$ cat config.mk
export PLATFORM = sky130hd
export DESIGN_NAME = lift_controller
export DESIGN_NICKNAME = d
export VERILOG_FILES = /design/src/rtl/lift_pkg.sv /design/src/rtl/lift_timer.sv /design/src/rtl/lift_controller.sv
export SDC_FILE = /design/constraint.sdc
export NUM_CORES = 1
export LEC_CHECK = 0
export ABC_AREA = 1
export CORE_UTILIZATION = 50
export DETAILED_ROUTE_END_ITERATION = 8
export PLACE_DENSITY = 0.73
export RECOVER_POWER = 25
export SETUP_SLACK_MARGIN = 0.05
export SLEW_MARGIN = 20
export SYNTH_ARGS = -nofsm -noshare
export SYNTH_HDL_FRONTEND = slang
export SYNTH_HIERARCHICAL = 1
export SYNTH_SLANG_ARGS = --single-unit
$ cat constraint.sdc
create_clock -name clk -period 6.4 [get_ports clk]
set_input_delay 1.28 -clock clk [delete_from_list [all_inputs] [get_ports clk]]
set_output_delay 1.28 -clock clk [all_outputs]
set_load 0.03 [all_outputs]
$ cat src/rtl/lift_pkg.sv
`default_nettype none
// ============================================================================
// Module   : lift_pkg
// Brief    : Shared floor encodings, FSM states and SCAN decision helpers.
// Revision : 1.0 - initial release
// ============================================================================
package lift_pkg;

    localparam logic [3:0] FLOOR1 = 4'b0001;
    localparam logic [3:0] FLOOR2 = 4'b0010;
    localparam logic [3:0] FLOOR3 = 4'b0100;
    localparam logic [3:0] FLOOR4 = 4'b1000;

    typedef enum logic [1:0] {
        IDLE      = 2'd0,
        MOVE_UP   = 2'd1,
        MOVE_DOWN = 2'd2,
        DOOR      = 2'd3
    } lift_state_t;

    typedef struct packed {
        lift_state_t state;
        logic        dir_up;
    } lift_decision_t;

    function automatic logic [3:0] above_mask(input logic [3:0] p);
        logic [3:0] m;
        m = 4'b0000;
        for (int i = 0; i < 4; i++)
            for (int j = 0; j < 4; j++)
                if (p[i] && (j > i)) m[j] = 1'b1;
        return m;
    endfunction

    function automatic logic [3:0] below_mask(input logic [3:0] p);
        logic [3:0] m;
        m = 4'b0000;
        for (int i = 0; i < 4; i++)
            for (int j = 0; j < 4; j++)
                if (p[i] && (j < i)) m[j] = 1'b1;
        return m;
    endfunction

    // SCAN choice at floor f_pos: serve here, keep direction, else reverse.
    function automatic lift_decision_t decide(
        input logic [3:0] f_pos,
        input logic [3:0] nreq,
        input logic       dir_up,
        input logic       skip_door
    );
        lift_decision_t d;
        logic           above;
        logic           below;
        above    = |(nreq & above_mask(f_pos));
        below    = |(nreq & below_mask(f_pos));
        d.state  = IDLE;
        d.dir_up = dir_up;
        if (!skip_door && |(nreq & f_pos)) begin
            d.state = DOOR;
        end else if (dir_up && above) begin
            d.state  = MOVE_UP;
            d.dir_up = 1'b1;
        end else if (!dir_up && below) begin
            d.state  = MOVE_DOWN;
            d.dir_up = 1'b0;
        end else if (above) begin
            d.state  = MOVE_UP;
            d.dir_up = 1'b1;
        end else if (below) begin
            d.state  = MOVE_DOWN;
            d.dir_up = 1'b0;
        end
        return d;
    endfunction

endpackage
`default_nettype wire

$ cat src/rtl/lift_timer.sv
`default_nettype none
// ============================================================================
// Module   : lift_timer
// Brief    : Clearable up-counter with terminal-count compare.
// Revision : 1.0 - initial release
// ============================================================================
module lift_timer #(
    parameter int WIDTH = 2
) (
    input  logic             clk,
    input  logic             rst_n,
    input  logic             clr,
    input  logic [WIDTH-1:0] tc_value,
    output logic             tc
);

    logic [WIDTH-1:0] r_count;

    always_ff @(posedge clk or negedge rst_n) begin
        if (!rst_n) begin
            r_count <= '0;
        end else if (clr) begin
            r_count <= '0;
        end else begin
            r_count <= r_count + WIDTH'(1);
        end
    end

    assign tc = (r_count == tc_value);

endmodule
`default_nettype wire

$ cat src/rtl/lift_controller.sv
`default_nettype none
// ============================================================================
// Module   : lift_controller
// Brief    : 4-floor lift call latching, SCAN motion scheduling, door timing.
// Revision : 1.0 - initial release
// ============================================================================
module lift_controller #(
    parameter int MOVE_CYCLES = 4,
    parameter int DOOR_CYCLES = 3
) (
    input  logic       clk,
    input  logic       rst_n,
    input  logic [3:0] req,
    output logic [3:0] pos,
    output logic [3:0] pending,
    output logic       up,
    output logic       down,
    output logic       door_open
);

    import lift_pkg::*;

    localparam int c_max_cycles = (MOVE_CYCLES > DOOR_CYCLES) ? MOVE_CYCLES : DOOR_CYCLES;
    localparam int c_timer_w    = (c_max_cycles > 1) ? $clog2(c_max_cycles) : 1;
    localparam logic [c_timer_w-1:0] c_move_tc = c_timer_w'(MOVE_CYCLES - 1);
    localparam logic [c_timer_w-1:0] c_door_tc = c_timer_w'(DOOR_CYCLES - 1);

    lift_state_t          r_state;
    logic                 r_dir_up;
    logic [3:0]           r_pos;
    logic [3:0]           r_pending;
    logic                 r_up;
    logic                 r_down;
    logic                 r_door;

    lift_decision_t       w_dec;
    logic [3:0]           w_nreq;
    logic [3:0]           w_req_latch;
    logic [3:0]           w_next_pos;
    logic [3:0]           w_clr_mask;
    logic                 w_timer_clr;
    logic                 w_tc;
    logic [c_timer_w-1:0] w_tc_value;

    assign w_tc_value = (r_state == DOOR) ? c_door_tc : c_move_tc;

    lift_timer #(
        .WIDTH (c_timer_w)
    ) u_timer (
        .clk      (clk),
        .rst_n    (rst_n),
        .clr      (w_timer_clr),
        .tc_value (w_tc_value),
        .tc       (w_tc)
    );

    always_comb begin
        w_nreq       = r_pending | req;
        w_req_latch  = req;
        w_next_pos   = r_pos;
        w_dec.state  = r_state;
        w_dec.dir_up = r_dir_up;
        w_timer_clr  = 1'b0;
        case (r_state)
            IDLE: begin
                w_dec       = decide(r_pos, w_nreq, r_dir_up, 1'b0);
                w_timer_clr = 1'b1;
            end
            MOVE_UP: begin
                if (w_tc) begin
                    w_next_pos  = r_pos << 1;
                    w_dec       = decide(w_next_pos, w_nreq, r_dir_up, 1'b0);
                    w_timer_clr = 1'b1;
                end
            end
            MOVE_DOWN: begin
                if (w_tc) begin
                    w_next_pos  = r_pos >> 1;
                    w_dec       = decide(w_next_pos, w_nreq, r_dir_up, 1'b0);
                    w_timer_clr = 1'b1;
                end
            end
            DOOR: begin
                // A press at the open floor holds the door instead of queuing a call.
                w_req_latch = req & ~r_pos;
                if (|(req & r_pos)) begin
                    w_timer_clr = 1'b1;
                end else if (w_tc) begin
                    w_dec       = decide(r_pos, w_nreq, r_dir_up, 1'b1);
                    w_timer_clr = 1'b1;
                end
            end
            default: begin
                w_dec.state = IDLE;
                w_timer_clr = 1'b1;
            end
        endcase
        w_clr_mask = (w_dec.state == DOOR) ? w_next_pos : 4'b0000;
    end

    always_ff @(posedge clk or negedge rst_n) begin
        if (!rst_n) begin
            r_state   <= IDLE;
            r_dir_up  <= 1'b1;
            r_pos     <= FLOOR1;
            r_pending <= 4'b0000;
            r_up      <= 1'b0;
            r_down    <= 1'b0;
            r_door    <= 1'b0;
        end else begin
            r_state   <= w_dec.state;
            r_dir_up  <= w_dec.dir_up;
            r_pos     <= w_next_pos;
            r_pending <= (r_pending | w_req_latch) & ~w_clr_mask;
            r_up      <= (w_dec.state == MOVE_UP);
            r_down    <= (w_dec.state == MOVE_DOWN);
            r_door    <= (w_dec.state == DOOR);
        end
    end

    assign pos       = r_pos;
    assign pending   = r_pending;
    assign up        = r_up;
    assign down      = r_down;
    assign door_open = r_door;

endmodule
`default_nettype wire
==> run metrics, run 1 <==
worst-path cell chain clkdlybuf4s50_1; DR WL/cell 13.4 µm; nets 228; Final Hold Fails 0; Synth area leaders dfrtp_1, nand2_1, nor2_1, inv_1, dfstp_2; Hold WS 0.511 ns; Reg-to-Reg Start r_state[0]; diode count 0; CP bufs+invs 1; post-CTS setup buffer count 0; Die Footprint 0.00280 mm²; r2r worst-path depth 16; Arr. time, crit path 1.56 ns; unrepaired setup endpoints after global routing false; Sequential Area 403 µm²; min-delay worst type reg -> reg; setup slack, reg-to-reg 3.79 ns; final worst-path cycle share 44.4%; setup TNS 0 ns; Leak 0.801 nW; most common cell after layout, fill and taps aside nand2_1; share of cells above drive strength 1 20.7%; Ys Warns 6; Post-Syn Area 0.00129 mm²; Post-Route WL 3.32 mm; f_max 352 MHz; worst-path fanout max 8; crit-path leading delay family buffers and inverters; Least-Margin Pin Slew 0.715 ns; HPWL after DPL 2.66 mm; footprint of the multi-input gates 776 µm²; vias in the first global route 1209; Tmin final 2.84 ns; clock sink count 16; CTS resizes 0; 1st-iter DRT viols 38; CP max stage cell clkdlybuf4s50_1; top cell type's share of synthesized area 27.1%; #FFs+latches synth 16; DRC 0; Worst Path Class, Setup reg -> out; row count 18; post-synth cell types 24; Clock Latency Late Sink 0.28 ns; Crit path depth 1; Initial Util 52.8%; Final GP Congestion 1.05; Core Area 0.00245 mm²; worst setup path end pos[2]; CTS buffer count 3; # fillers 233; Routed Antenna Nets 0; Overflow after GRT 0; clk_skew 0.00114 ns; 1st-pass router iterations 4; Syn Area/Cell 6.61 µm²; first-pass GRT wire length 5.43 mm; H-tree depth 1; die height 52.9 µm; Mapped Cells 196; sequential area share after synthesis 31.1%; Startpoint Class register; final setup fails 0; die width 52.9 µm; Root Buffer Master clkbuf_4; CTS tree done; Clk pin slew, worst setup/hold paths 0.09 ns; largest area contributor in the netlist dfrtp_1; Ports 17; hold-fix buffer count after cts 0; Vias/cell 5.38; CP Capture Type output pin; CTS Buffer Depth 2; Max Cap Viol 0; initial antenna violation count 0; PwrDens 318 mW/mm²; fin. max-slew vios 0; worst vdd ir 0.346 mV; Relative slew margins 52.2%; status completed; largest net degree at the start of global routing 17; Reg2Reg Capture Point pending[1]; area grow syn2layout 18.4%; Crit. Startpoint pos[2]; Required @ worst endpoint 5.12 ns; Tot GR Track Use 27.2%; Port Buffers 16; most frequent cells in the layout nand2_1, nor2_1, inv_1, clkdlybuf4s50_1; via count 1328; Largest stage delay, worst path 0.74 ns
per-stage QoR:
stage | util [%] | worst slack, ns | cell area (µm²) | std cells | power, mW
detailed placement | 61.0 | 3.31 | 1500 | 243 | 0.421
CTS | 62.4 | 3.53 | 1530 | 247 | 0.488
floorplan | - | 4.06 | 1300 | 197 | 0.354
global route | 62.4 | 3.46 | 1530 | 247 | 0.526
finish | 62.4 | 3.56 | 1530 | 247 | 0.487
global placement | 61.0 | 3.34 | 1500 | 243 | 0.418
per-layer routing:
layer,wire (µm),global-route usage [%],up-vias
met5,0,0,-
met4,53,12.7,0
met3,172,2.59,6
met2,1540,41.8,39
met1,1550,38.2,631
li1,-,-,652
cell usage after synthesis:
cell and count:
o22ai_1 3, inv_2 14, dfstp_2 2, conb_1 1, o31ai_1 4, o21ai_4 1, nor2_2 3, o211ai_1 2
nor2_1 21, nand3_1 6, nand2_2 8, o21ai_1 1, nand2_4 2, nand3_2 4, o21bai_2 1, inv_1 18
a21oi_1 2, o21ai_0 4, a21oi_2 5, o221ai_1 3, nor2_4 1, ha_1 4, nand2_1 72, dfrtp_1 14
state kept, by name, summed over array words and instances, names as in the netlist:
name,count
door_open,1
down,1
pending,4
pos,4
r_dir_up,1
r_state,2
u_timer/r_count,2
up,1
cell families after synthesis:
logic type / share of synthesized area [%]
fa+ha+maj: 3.86
buf+inv: 9.27
simple gates: 40.3
compound gates: 15.2
flops: 31.1
other cells: 0.290
worst min-delay path by stage:
| stage | from | end | depth (start not counted) |
|---|---|---|---|
| detailed placement | u_timer/r_count[0] | u_timer/r_count[0] | 1 |
| CTS | u_timer/r_count[0] | u_timer/r_count[0] | 1 |
| floorplan | u_timer/r_count[0] | u_timer/r_count[0] | 1 |
| finish | u_timer/r_count[0] | u_timer/r_count[0] | 1 |
| global placement | u_timer/r_count[0] | u_timer/r_count[0] | 1 |
| global route | u_timer/r_count[0] | u_timer/r_count[0] | 1 |
power by group:
part	leakage [nW]	switching, mW	internal [mW]	total (mW)
registers	0.188	0.0171	0.125	0.142
clock network	0.0210	0.0292	0.0346	0.0638
logic	0.591	0.185	0.0965	0.281
total	0.801	0.231	0.256	0.487
final cells by class:
class / count / area share (%)
Tap cell: 30 / 2.45
Sequential cell: 16 / 26.3
Inverter: 32 / 7.84
Clock buffer: 4 / 2.37
Multi-Input combinational cell: 149 / 50.6
Timing Repair Buffer: 16 / 10.4
(Power assumes the default switching activity.)
==> run 2, diff against run 1 <==
Settings changed: CORE_UTILIZATION 50 to 49, PLACE_DENSITY 0.73 to 0.75.
Clock period 6.4 ns to 2.6 ns, I/O delays scaled along.
==> run metrics, run 2 (same netlist as run 1, synthesis figures left out) <==
status completed; f_max 439 MHz; CTS tree done; fin util 61.6% (-0.82 points); unrepaired setup endpoints after global routing false; Least-Margin Pin Slew 0.764 ns (+0.0487 ns); worst-path fanout max 11 (+3); die height 53.4 µm (+0.98%); Die Footprint 0.00285 mm² (+2.0%); 1st-iter DRT viols 58 (+53%); placed cells 244 (+0.41%); Core Area 0.00248 mm² (+0.92%); Post-Route WL 3.36 mm (+1.2%); Clock Latency Late Sink 0.28 ns (about the same); worst-path cell chain ha_1 > inv_2 > inv_1 > nand2_1 > nand2_1 > nor2_1 > buf_4 > inv_2 > o21ai_1 > nand2_1 > nand2_1 > o21bai_2 > inv_2 > nand2_1 > o21ai_4 > nor2_4 > a21oi_2; GR Util met3 3.45% (+0.86 points); nets 229 (+0.44%); Arr. time, crit path 2.50 ns (+0.94 ns); post-route insts no fill 247 (unchanged); Largest stage delay, worst path 0.45 ns (-0.29 ns); r2r worst-path depth 17 (+1); share of cells above drive strength 1 20.7% (unchanged); Tmin final 2.28 ns; CTS buffer count 3 (unchanged); Final GP Congestion 1.12 (+6.5%); clock sink count 16 (unchanged); GRT busiest layer met2; Tot GR Track Use 26.0% (-1.2 points); 1st-pass router iterations 4 (unchanged); Relative slew margins 48.9% (-3.3 points); Vias/cell 5.45 (+1.4%); Worst Path Class, Setup reg -> reg; diode count 0 (unchanged); PwrDens 776 mW/mm² (+140%); fin. max-slew vios 0 (unchanged); Max Cap Viol 0 (unchanged); Final Hold Fails 0 (unchanged); Tot Pwr 1.18 mW (+140%); # fillers 236 (+1.3%); Hold WS 0.498 ns (-0.0130 ns); Initial Util 52.3% (-0.48 points); CP max stage cell dfrtp_1; CP bufs+invs 5 (+4); grt met2 use 41.9% (+0.10 points); final worst-path cycle share 87.7%; H-tree depth 1 (unchanged); hold-fix buffer count after cts 0 (unchanged); Routed Antenna Nets 0 (unchanged); Required @ worst endpoint 2.82 ns (-2.30 ns); setup TNS 0 ns (unchanged); vias in the first global route 1173 (-3.0%); largest net degree at the start of global routing 17 (unchanged); clk_skew 0.00353 ns (+0.00240 ns); crit-path leading delay family simple AND/OR/NAND/NOR gates; CTS resizes 0 (unchanged); area grow syn2layout 17.9%; Root Buffer Master clkbuf_4; Post-Place Setup Slack 0.311 ns (-3.00 ns); row count 18 (unchanged); worst vdd ir 0.679 mV (+96%); Startpoint Class register; Port Buffers 16 (unchanged); Leak 0.799 nW (-0.25%); fin worst setup slack 0.320 ns (-3.24 ns); most used cell, CP nand2_1; GR Layer Usage met1 36.0% (-2.1 points); CTS Buffer Depth 2 (unchanged); first-pass GRT wire length 5.33 mm (-1.9%); post-CTS setup buffer count 0 (unchanged); final setup fails 0 (unchanged); HPWL after DPL 2.71 mm (+1.6%); CP Capture Type register; Crit path depth 17 (+16); Final Cell Area 0.00153 mm² (-0.41%); Overflow after GRT 0 (unchanged); Post-Place Cell Area 0.00150 mm² (+0.50%); Hold Path Cell Cnt 1 (unchanged); DRC 0 (unchanged); Clk pin slew, worst setup/hold paths 0.09 ns (about the same); DR WL/cell 13.6 µm (+1.2%); Ports 17 (unchanged); min-delay worst type reg -> reg; most frequent cells in the layout nand2_1, nor2_1, inv_1, clkdlybuf4s50_1; via count 1346 (+1.4%); initial antenna violation count 0 (unchanged); most common cell after layout, fill and taps aside nand2_1; die width 53.4 µm (+0.98%)
## run 2: cell types whose count changed in the layout (fill, tap and decap cells not counted), sizes merged
cell and change:
buf +1, clkbuf -1
## run 2: worst reg2reg max path, stage by stage, from the launching register on
cell	delay, ns
dfrtp_1	0.45
ha_1	0.23
inv_2	0.17
inv_1	0.06
nand2_1	0.05
nand2_1	0.05
nor2_1	0.10
buf_4	0.16
inv_2	0.05
o21ai_1	0.12
nand2_1	0.07
nand2_1	0.11
o21bai_2	0.07
inv_2	0.05
nand2_1	0.07
o21ai_4	0.18
nor2_4	0.09
a21oi_2	0.12
## run 2: layout make-up
cell class / count / area [µm²] / area share, %
clock buffers: 3 / 22.5 / 1.48
inverters: 32 / 120 / 7.87
multi-input cells: 149 / 776 / 50.8
flip-flops and latches: 16 / 403 / 26.4
well taps: 30 / 37.5 / 2.46
repair buffers: 17 / 168 / 11.0
## run 2: worst paths after layout
check                      slack (ns)          startpoint                  to
setup / recovery                 0.32          r_state[0]          pending[3]
hold / removal                   0.50  u_timer/r_count[0]  u_timer/r_count[0]
setup reg to reg                 0.32          r_state[0]          pending[3]
hold reg to reg                  0.50  u_timer/r_count[0]  u_timer/r_count[0]
max in group asynchronous        1.38               rst_n          pending[3]
min in group asynchronous        0.75               rst_n           door_open
## run 2: power by group
group	total, mW	leakage [nW]	internal [mW]	switching, mW
Combinational	0.713	0.597	0.248	0.465
Clock	0.128	0.0138	0.0538	0.0744
Sequential	0.344	0.188	0.307	0.0370
## run 2: layer usage
metal  share of wire, %  vias to the layer above
met5                  0                        -
met4                1.4                        0
met3                5.5                        6
met2                 46                       55
met1                 47                      624
li1                   -                      661
==> run 3, diff against run 2 <==
Settings changed: CORE_UTILIZATION 49 to 35, HOLD_SLACK_MARGIN from default to 0.1, PLACE_DENSITY 0.75 to default.
==> run metrics, run 3 (same netlist as run 1, synthesis figures left out) <==
area grow syn2layout 21.2%; Tmin final 2.22 ns (-0.0580 ns); initial antenna violation count 0 (unchanged); PwrDens 782 mW/mm² (+0.80%); most frequent cells in the layout nand2_1, nor2_1, inv_1, clkdlybuf4s50_1; Leak 0.803 nW (+0.55%); CP Capture Type register; unrepaired setup endpoints after global routing false; Final Hold Fails 0 (unchanged); Post-Place Setup Slack 0.241 ns (-0.0704 ns); f_max 450 MHz (+2.6%); 1st-iter DRT viols 55 (-5.2%); Arr. time, crit path 2.40 ns (-0.10 ns); DR WL/cell 11.8 µm (-13%); die height 62.8 µm (+18%); Routed Antenna Nets 0 (unchanged); HPWL after DPL 2.49 mm (-8.2%); status completed; CTS tree done; hold-fix buffer count after cts 0 (unchanged); final worst-path cycle share 85.5% (-2.2 points); share of cells above drive strength 1 20.7% (unchanged); Max Cap Viol 0 (unchanged); Core Area 0.00344 mm² (+39%); CTS Buffer Depth 2 (unchanged); Vias/cell 4.73 (-13%); most common cell after layout, fill and taps aside nand2_1; Overflow after GRT 0 (unchanged); Least-Margin Pin Slew 0.906 ns (+0.142 ns); 1st-pass router iterations 4 (unchanged); fin worst setup slack 0.378 ns (+0.0580 ns); nets 229 (unchanged); Relative slew margins 39.6% (-9.3 points); Clk pin slew, worst setup/hold paths 0.07 ns (-0.02 ns); Tot GR Track Use 18.0% (-8.0 points); Die Footprint 0.00395 mm² (+38%); # fillers 352 (+49%); Final GP Congestion 0.835 (-26%); Clock Latency Late Sink 0.25 ns (-0.03 ns); worst vdd ir 0.372 mV (-45%); final setup fails 0 (unchanged); Initial Util 37.6% (-15 points); Worst Path Class, Setup reg -> reg; row count 21 (+3); die width 62.8 µm (+18%); largest net degree at the start of global routing 17 (unchanged); vias in the first global route 1149 (-2.0%); grt met2 use 27.3% (-15 points); clock sink count 16 (unchanged); Port Buffers 16 (unchanged); min-delay worst type reg -> reg; CTS resizes 0 (unchanged); first-pass GRT wire length 5.47 mm (+2.7%); worst-path fanout max 11 (unchanged); fin. max-slew vios 0 (unchanged); post-CTS setup buffer count 0 (unchanged); Required @ worst endpoint 2.78 ns (-0.04 ns); Ports 17 (unchanged); Post-Route WL 3.09 mm (-7.8%); diode count 0 (unchanged); CTS buffer count 3 (unchanged); via count 1244 (-7.6%); GR Util met3 2.92% (-0.53 points); DRC 0 (unchanged); setup TNS 0 ns (unchanged); GRT busiest layer met2; H-tree depth 1 (unchanged); GR Layer Usage met1 24.8% (-11 points); clk_skew 0.00739 ns (+0.00386 ns); Startpoint Class register; Root Buffer Master clkbuf_8
## run 3: changes by cell type in the layout (fill, tap and decap cells not counted), sizes merged
cell / change
clkbuf: +1
buf: -1
## run 3: final timing paths
check | startpoint | to | slack, ns | cells after the start
min reg2reg | u_timer/r_count[0] | u_timer/r_count[0] | 0.51 | 1
max | r_state[0] | pending[3] | 0.38 | 16
min in group asynchronous | rst_n | pos[3] | 0.91 | 2
min | u_timer/r_count[0] | u_timer/r_count[0] | 0.51 | 1
max reg2reg | r_state[0] | pending[3] | 0.38 | 16
max in group asynchronous | rst_n | door_open | 1.13 | 2
## run 3: routing by layer
layer  wire, µm  part of all wire [%]
met5          0                     0
met2       1340                    43
met1       1590                    51
met4         52                   1.7
met3        116                   3.7
## run 3: worst max-delay path, cell delays in order (launching register included)
cell,delay [ns]
dfrtp_1,0.43
ha_1,0.22
inv_2,0.17
inv_1,0.06
nand2_1,0.05
nand2_1,0.08
nor2_4,0.19
inv_2,0.07
o21ai_1,0.11
nand2_1,0.07
nand2_1,0.10
o21bai_2,0.07
inv_2,0.04
nand2_1,0.07
o21ai_4,0.18
nor2_4,0.09
a21oi_2,0.13
## run 3: final cells by class
| cell class | instances | area, µm² | share of cell area [%] |
|---|---|---|---|
| multi-input combinational | 149 | 783 | 49.9 |
| sequential | 16 | 403 | 25.7 |
| timing repair buffer | 17 | 164 | 10.4 |
| inverter | 32 | 120 | 7.66 |
| tap | 46 | 57.6 | 3.67 |
| clock buffer | 3 | 41.3 | 2.63 |
## run 3: per-stage QoR
| step | hold WS, ns | power, mW | cells | cell area (µm²) | utilization [%] |
|---|---|---|---|---|---|
| after floorplan | 0.224 | 0.872 | 197 | 1300 | - |
| after global placement | 0.492 | 1.03 | 260 | 1520 | 44.3 |
| after detailed placement | 0.498 | 1.03 | 260 | 1520 | 44.3 |
| after CTS | 0.507 | 1.22 | 263 | 1570 | 45.5 |
| after global routing | 0.546 | 1.36 | 263 | 1570 | 45.6 |
| final | 0.508 | 1.23 | 263 | 1570 | 45.6 |
## run 3: report_power, final
group | switching (mW) | internal, mW | leakage, nW
Clock | 0.0869 | 0.103 | 0.0216
Sequential | 0.0385 | 0.308 | 0.188
Combinational | 0.448 | 0.244 | 0.593
Total | 0.573 | 0.654 | 0.803
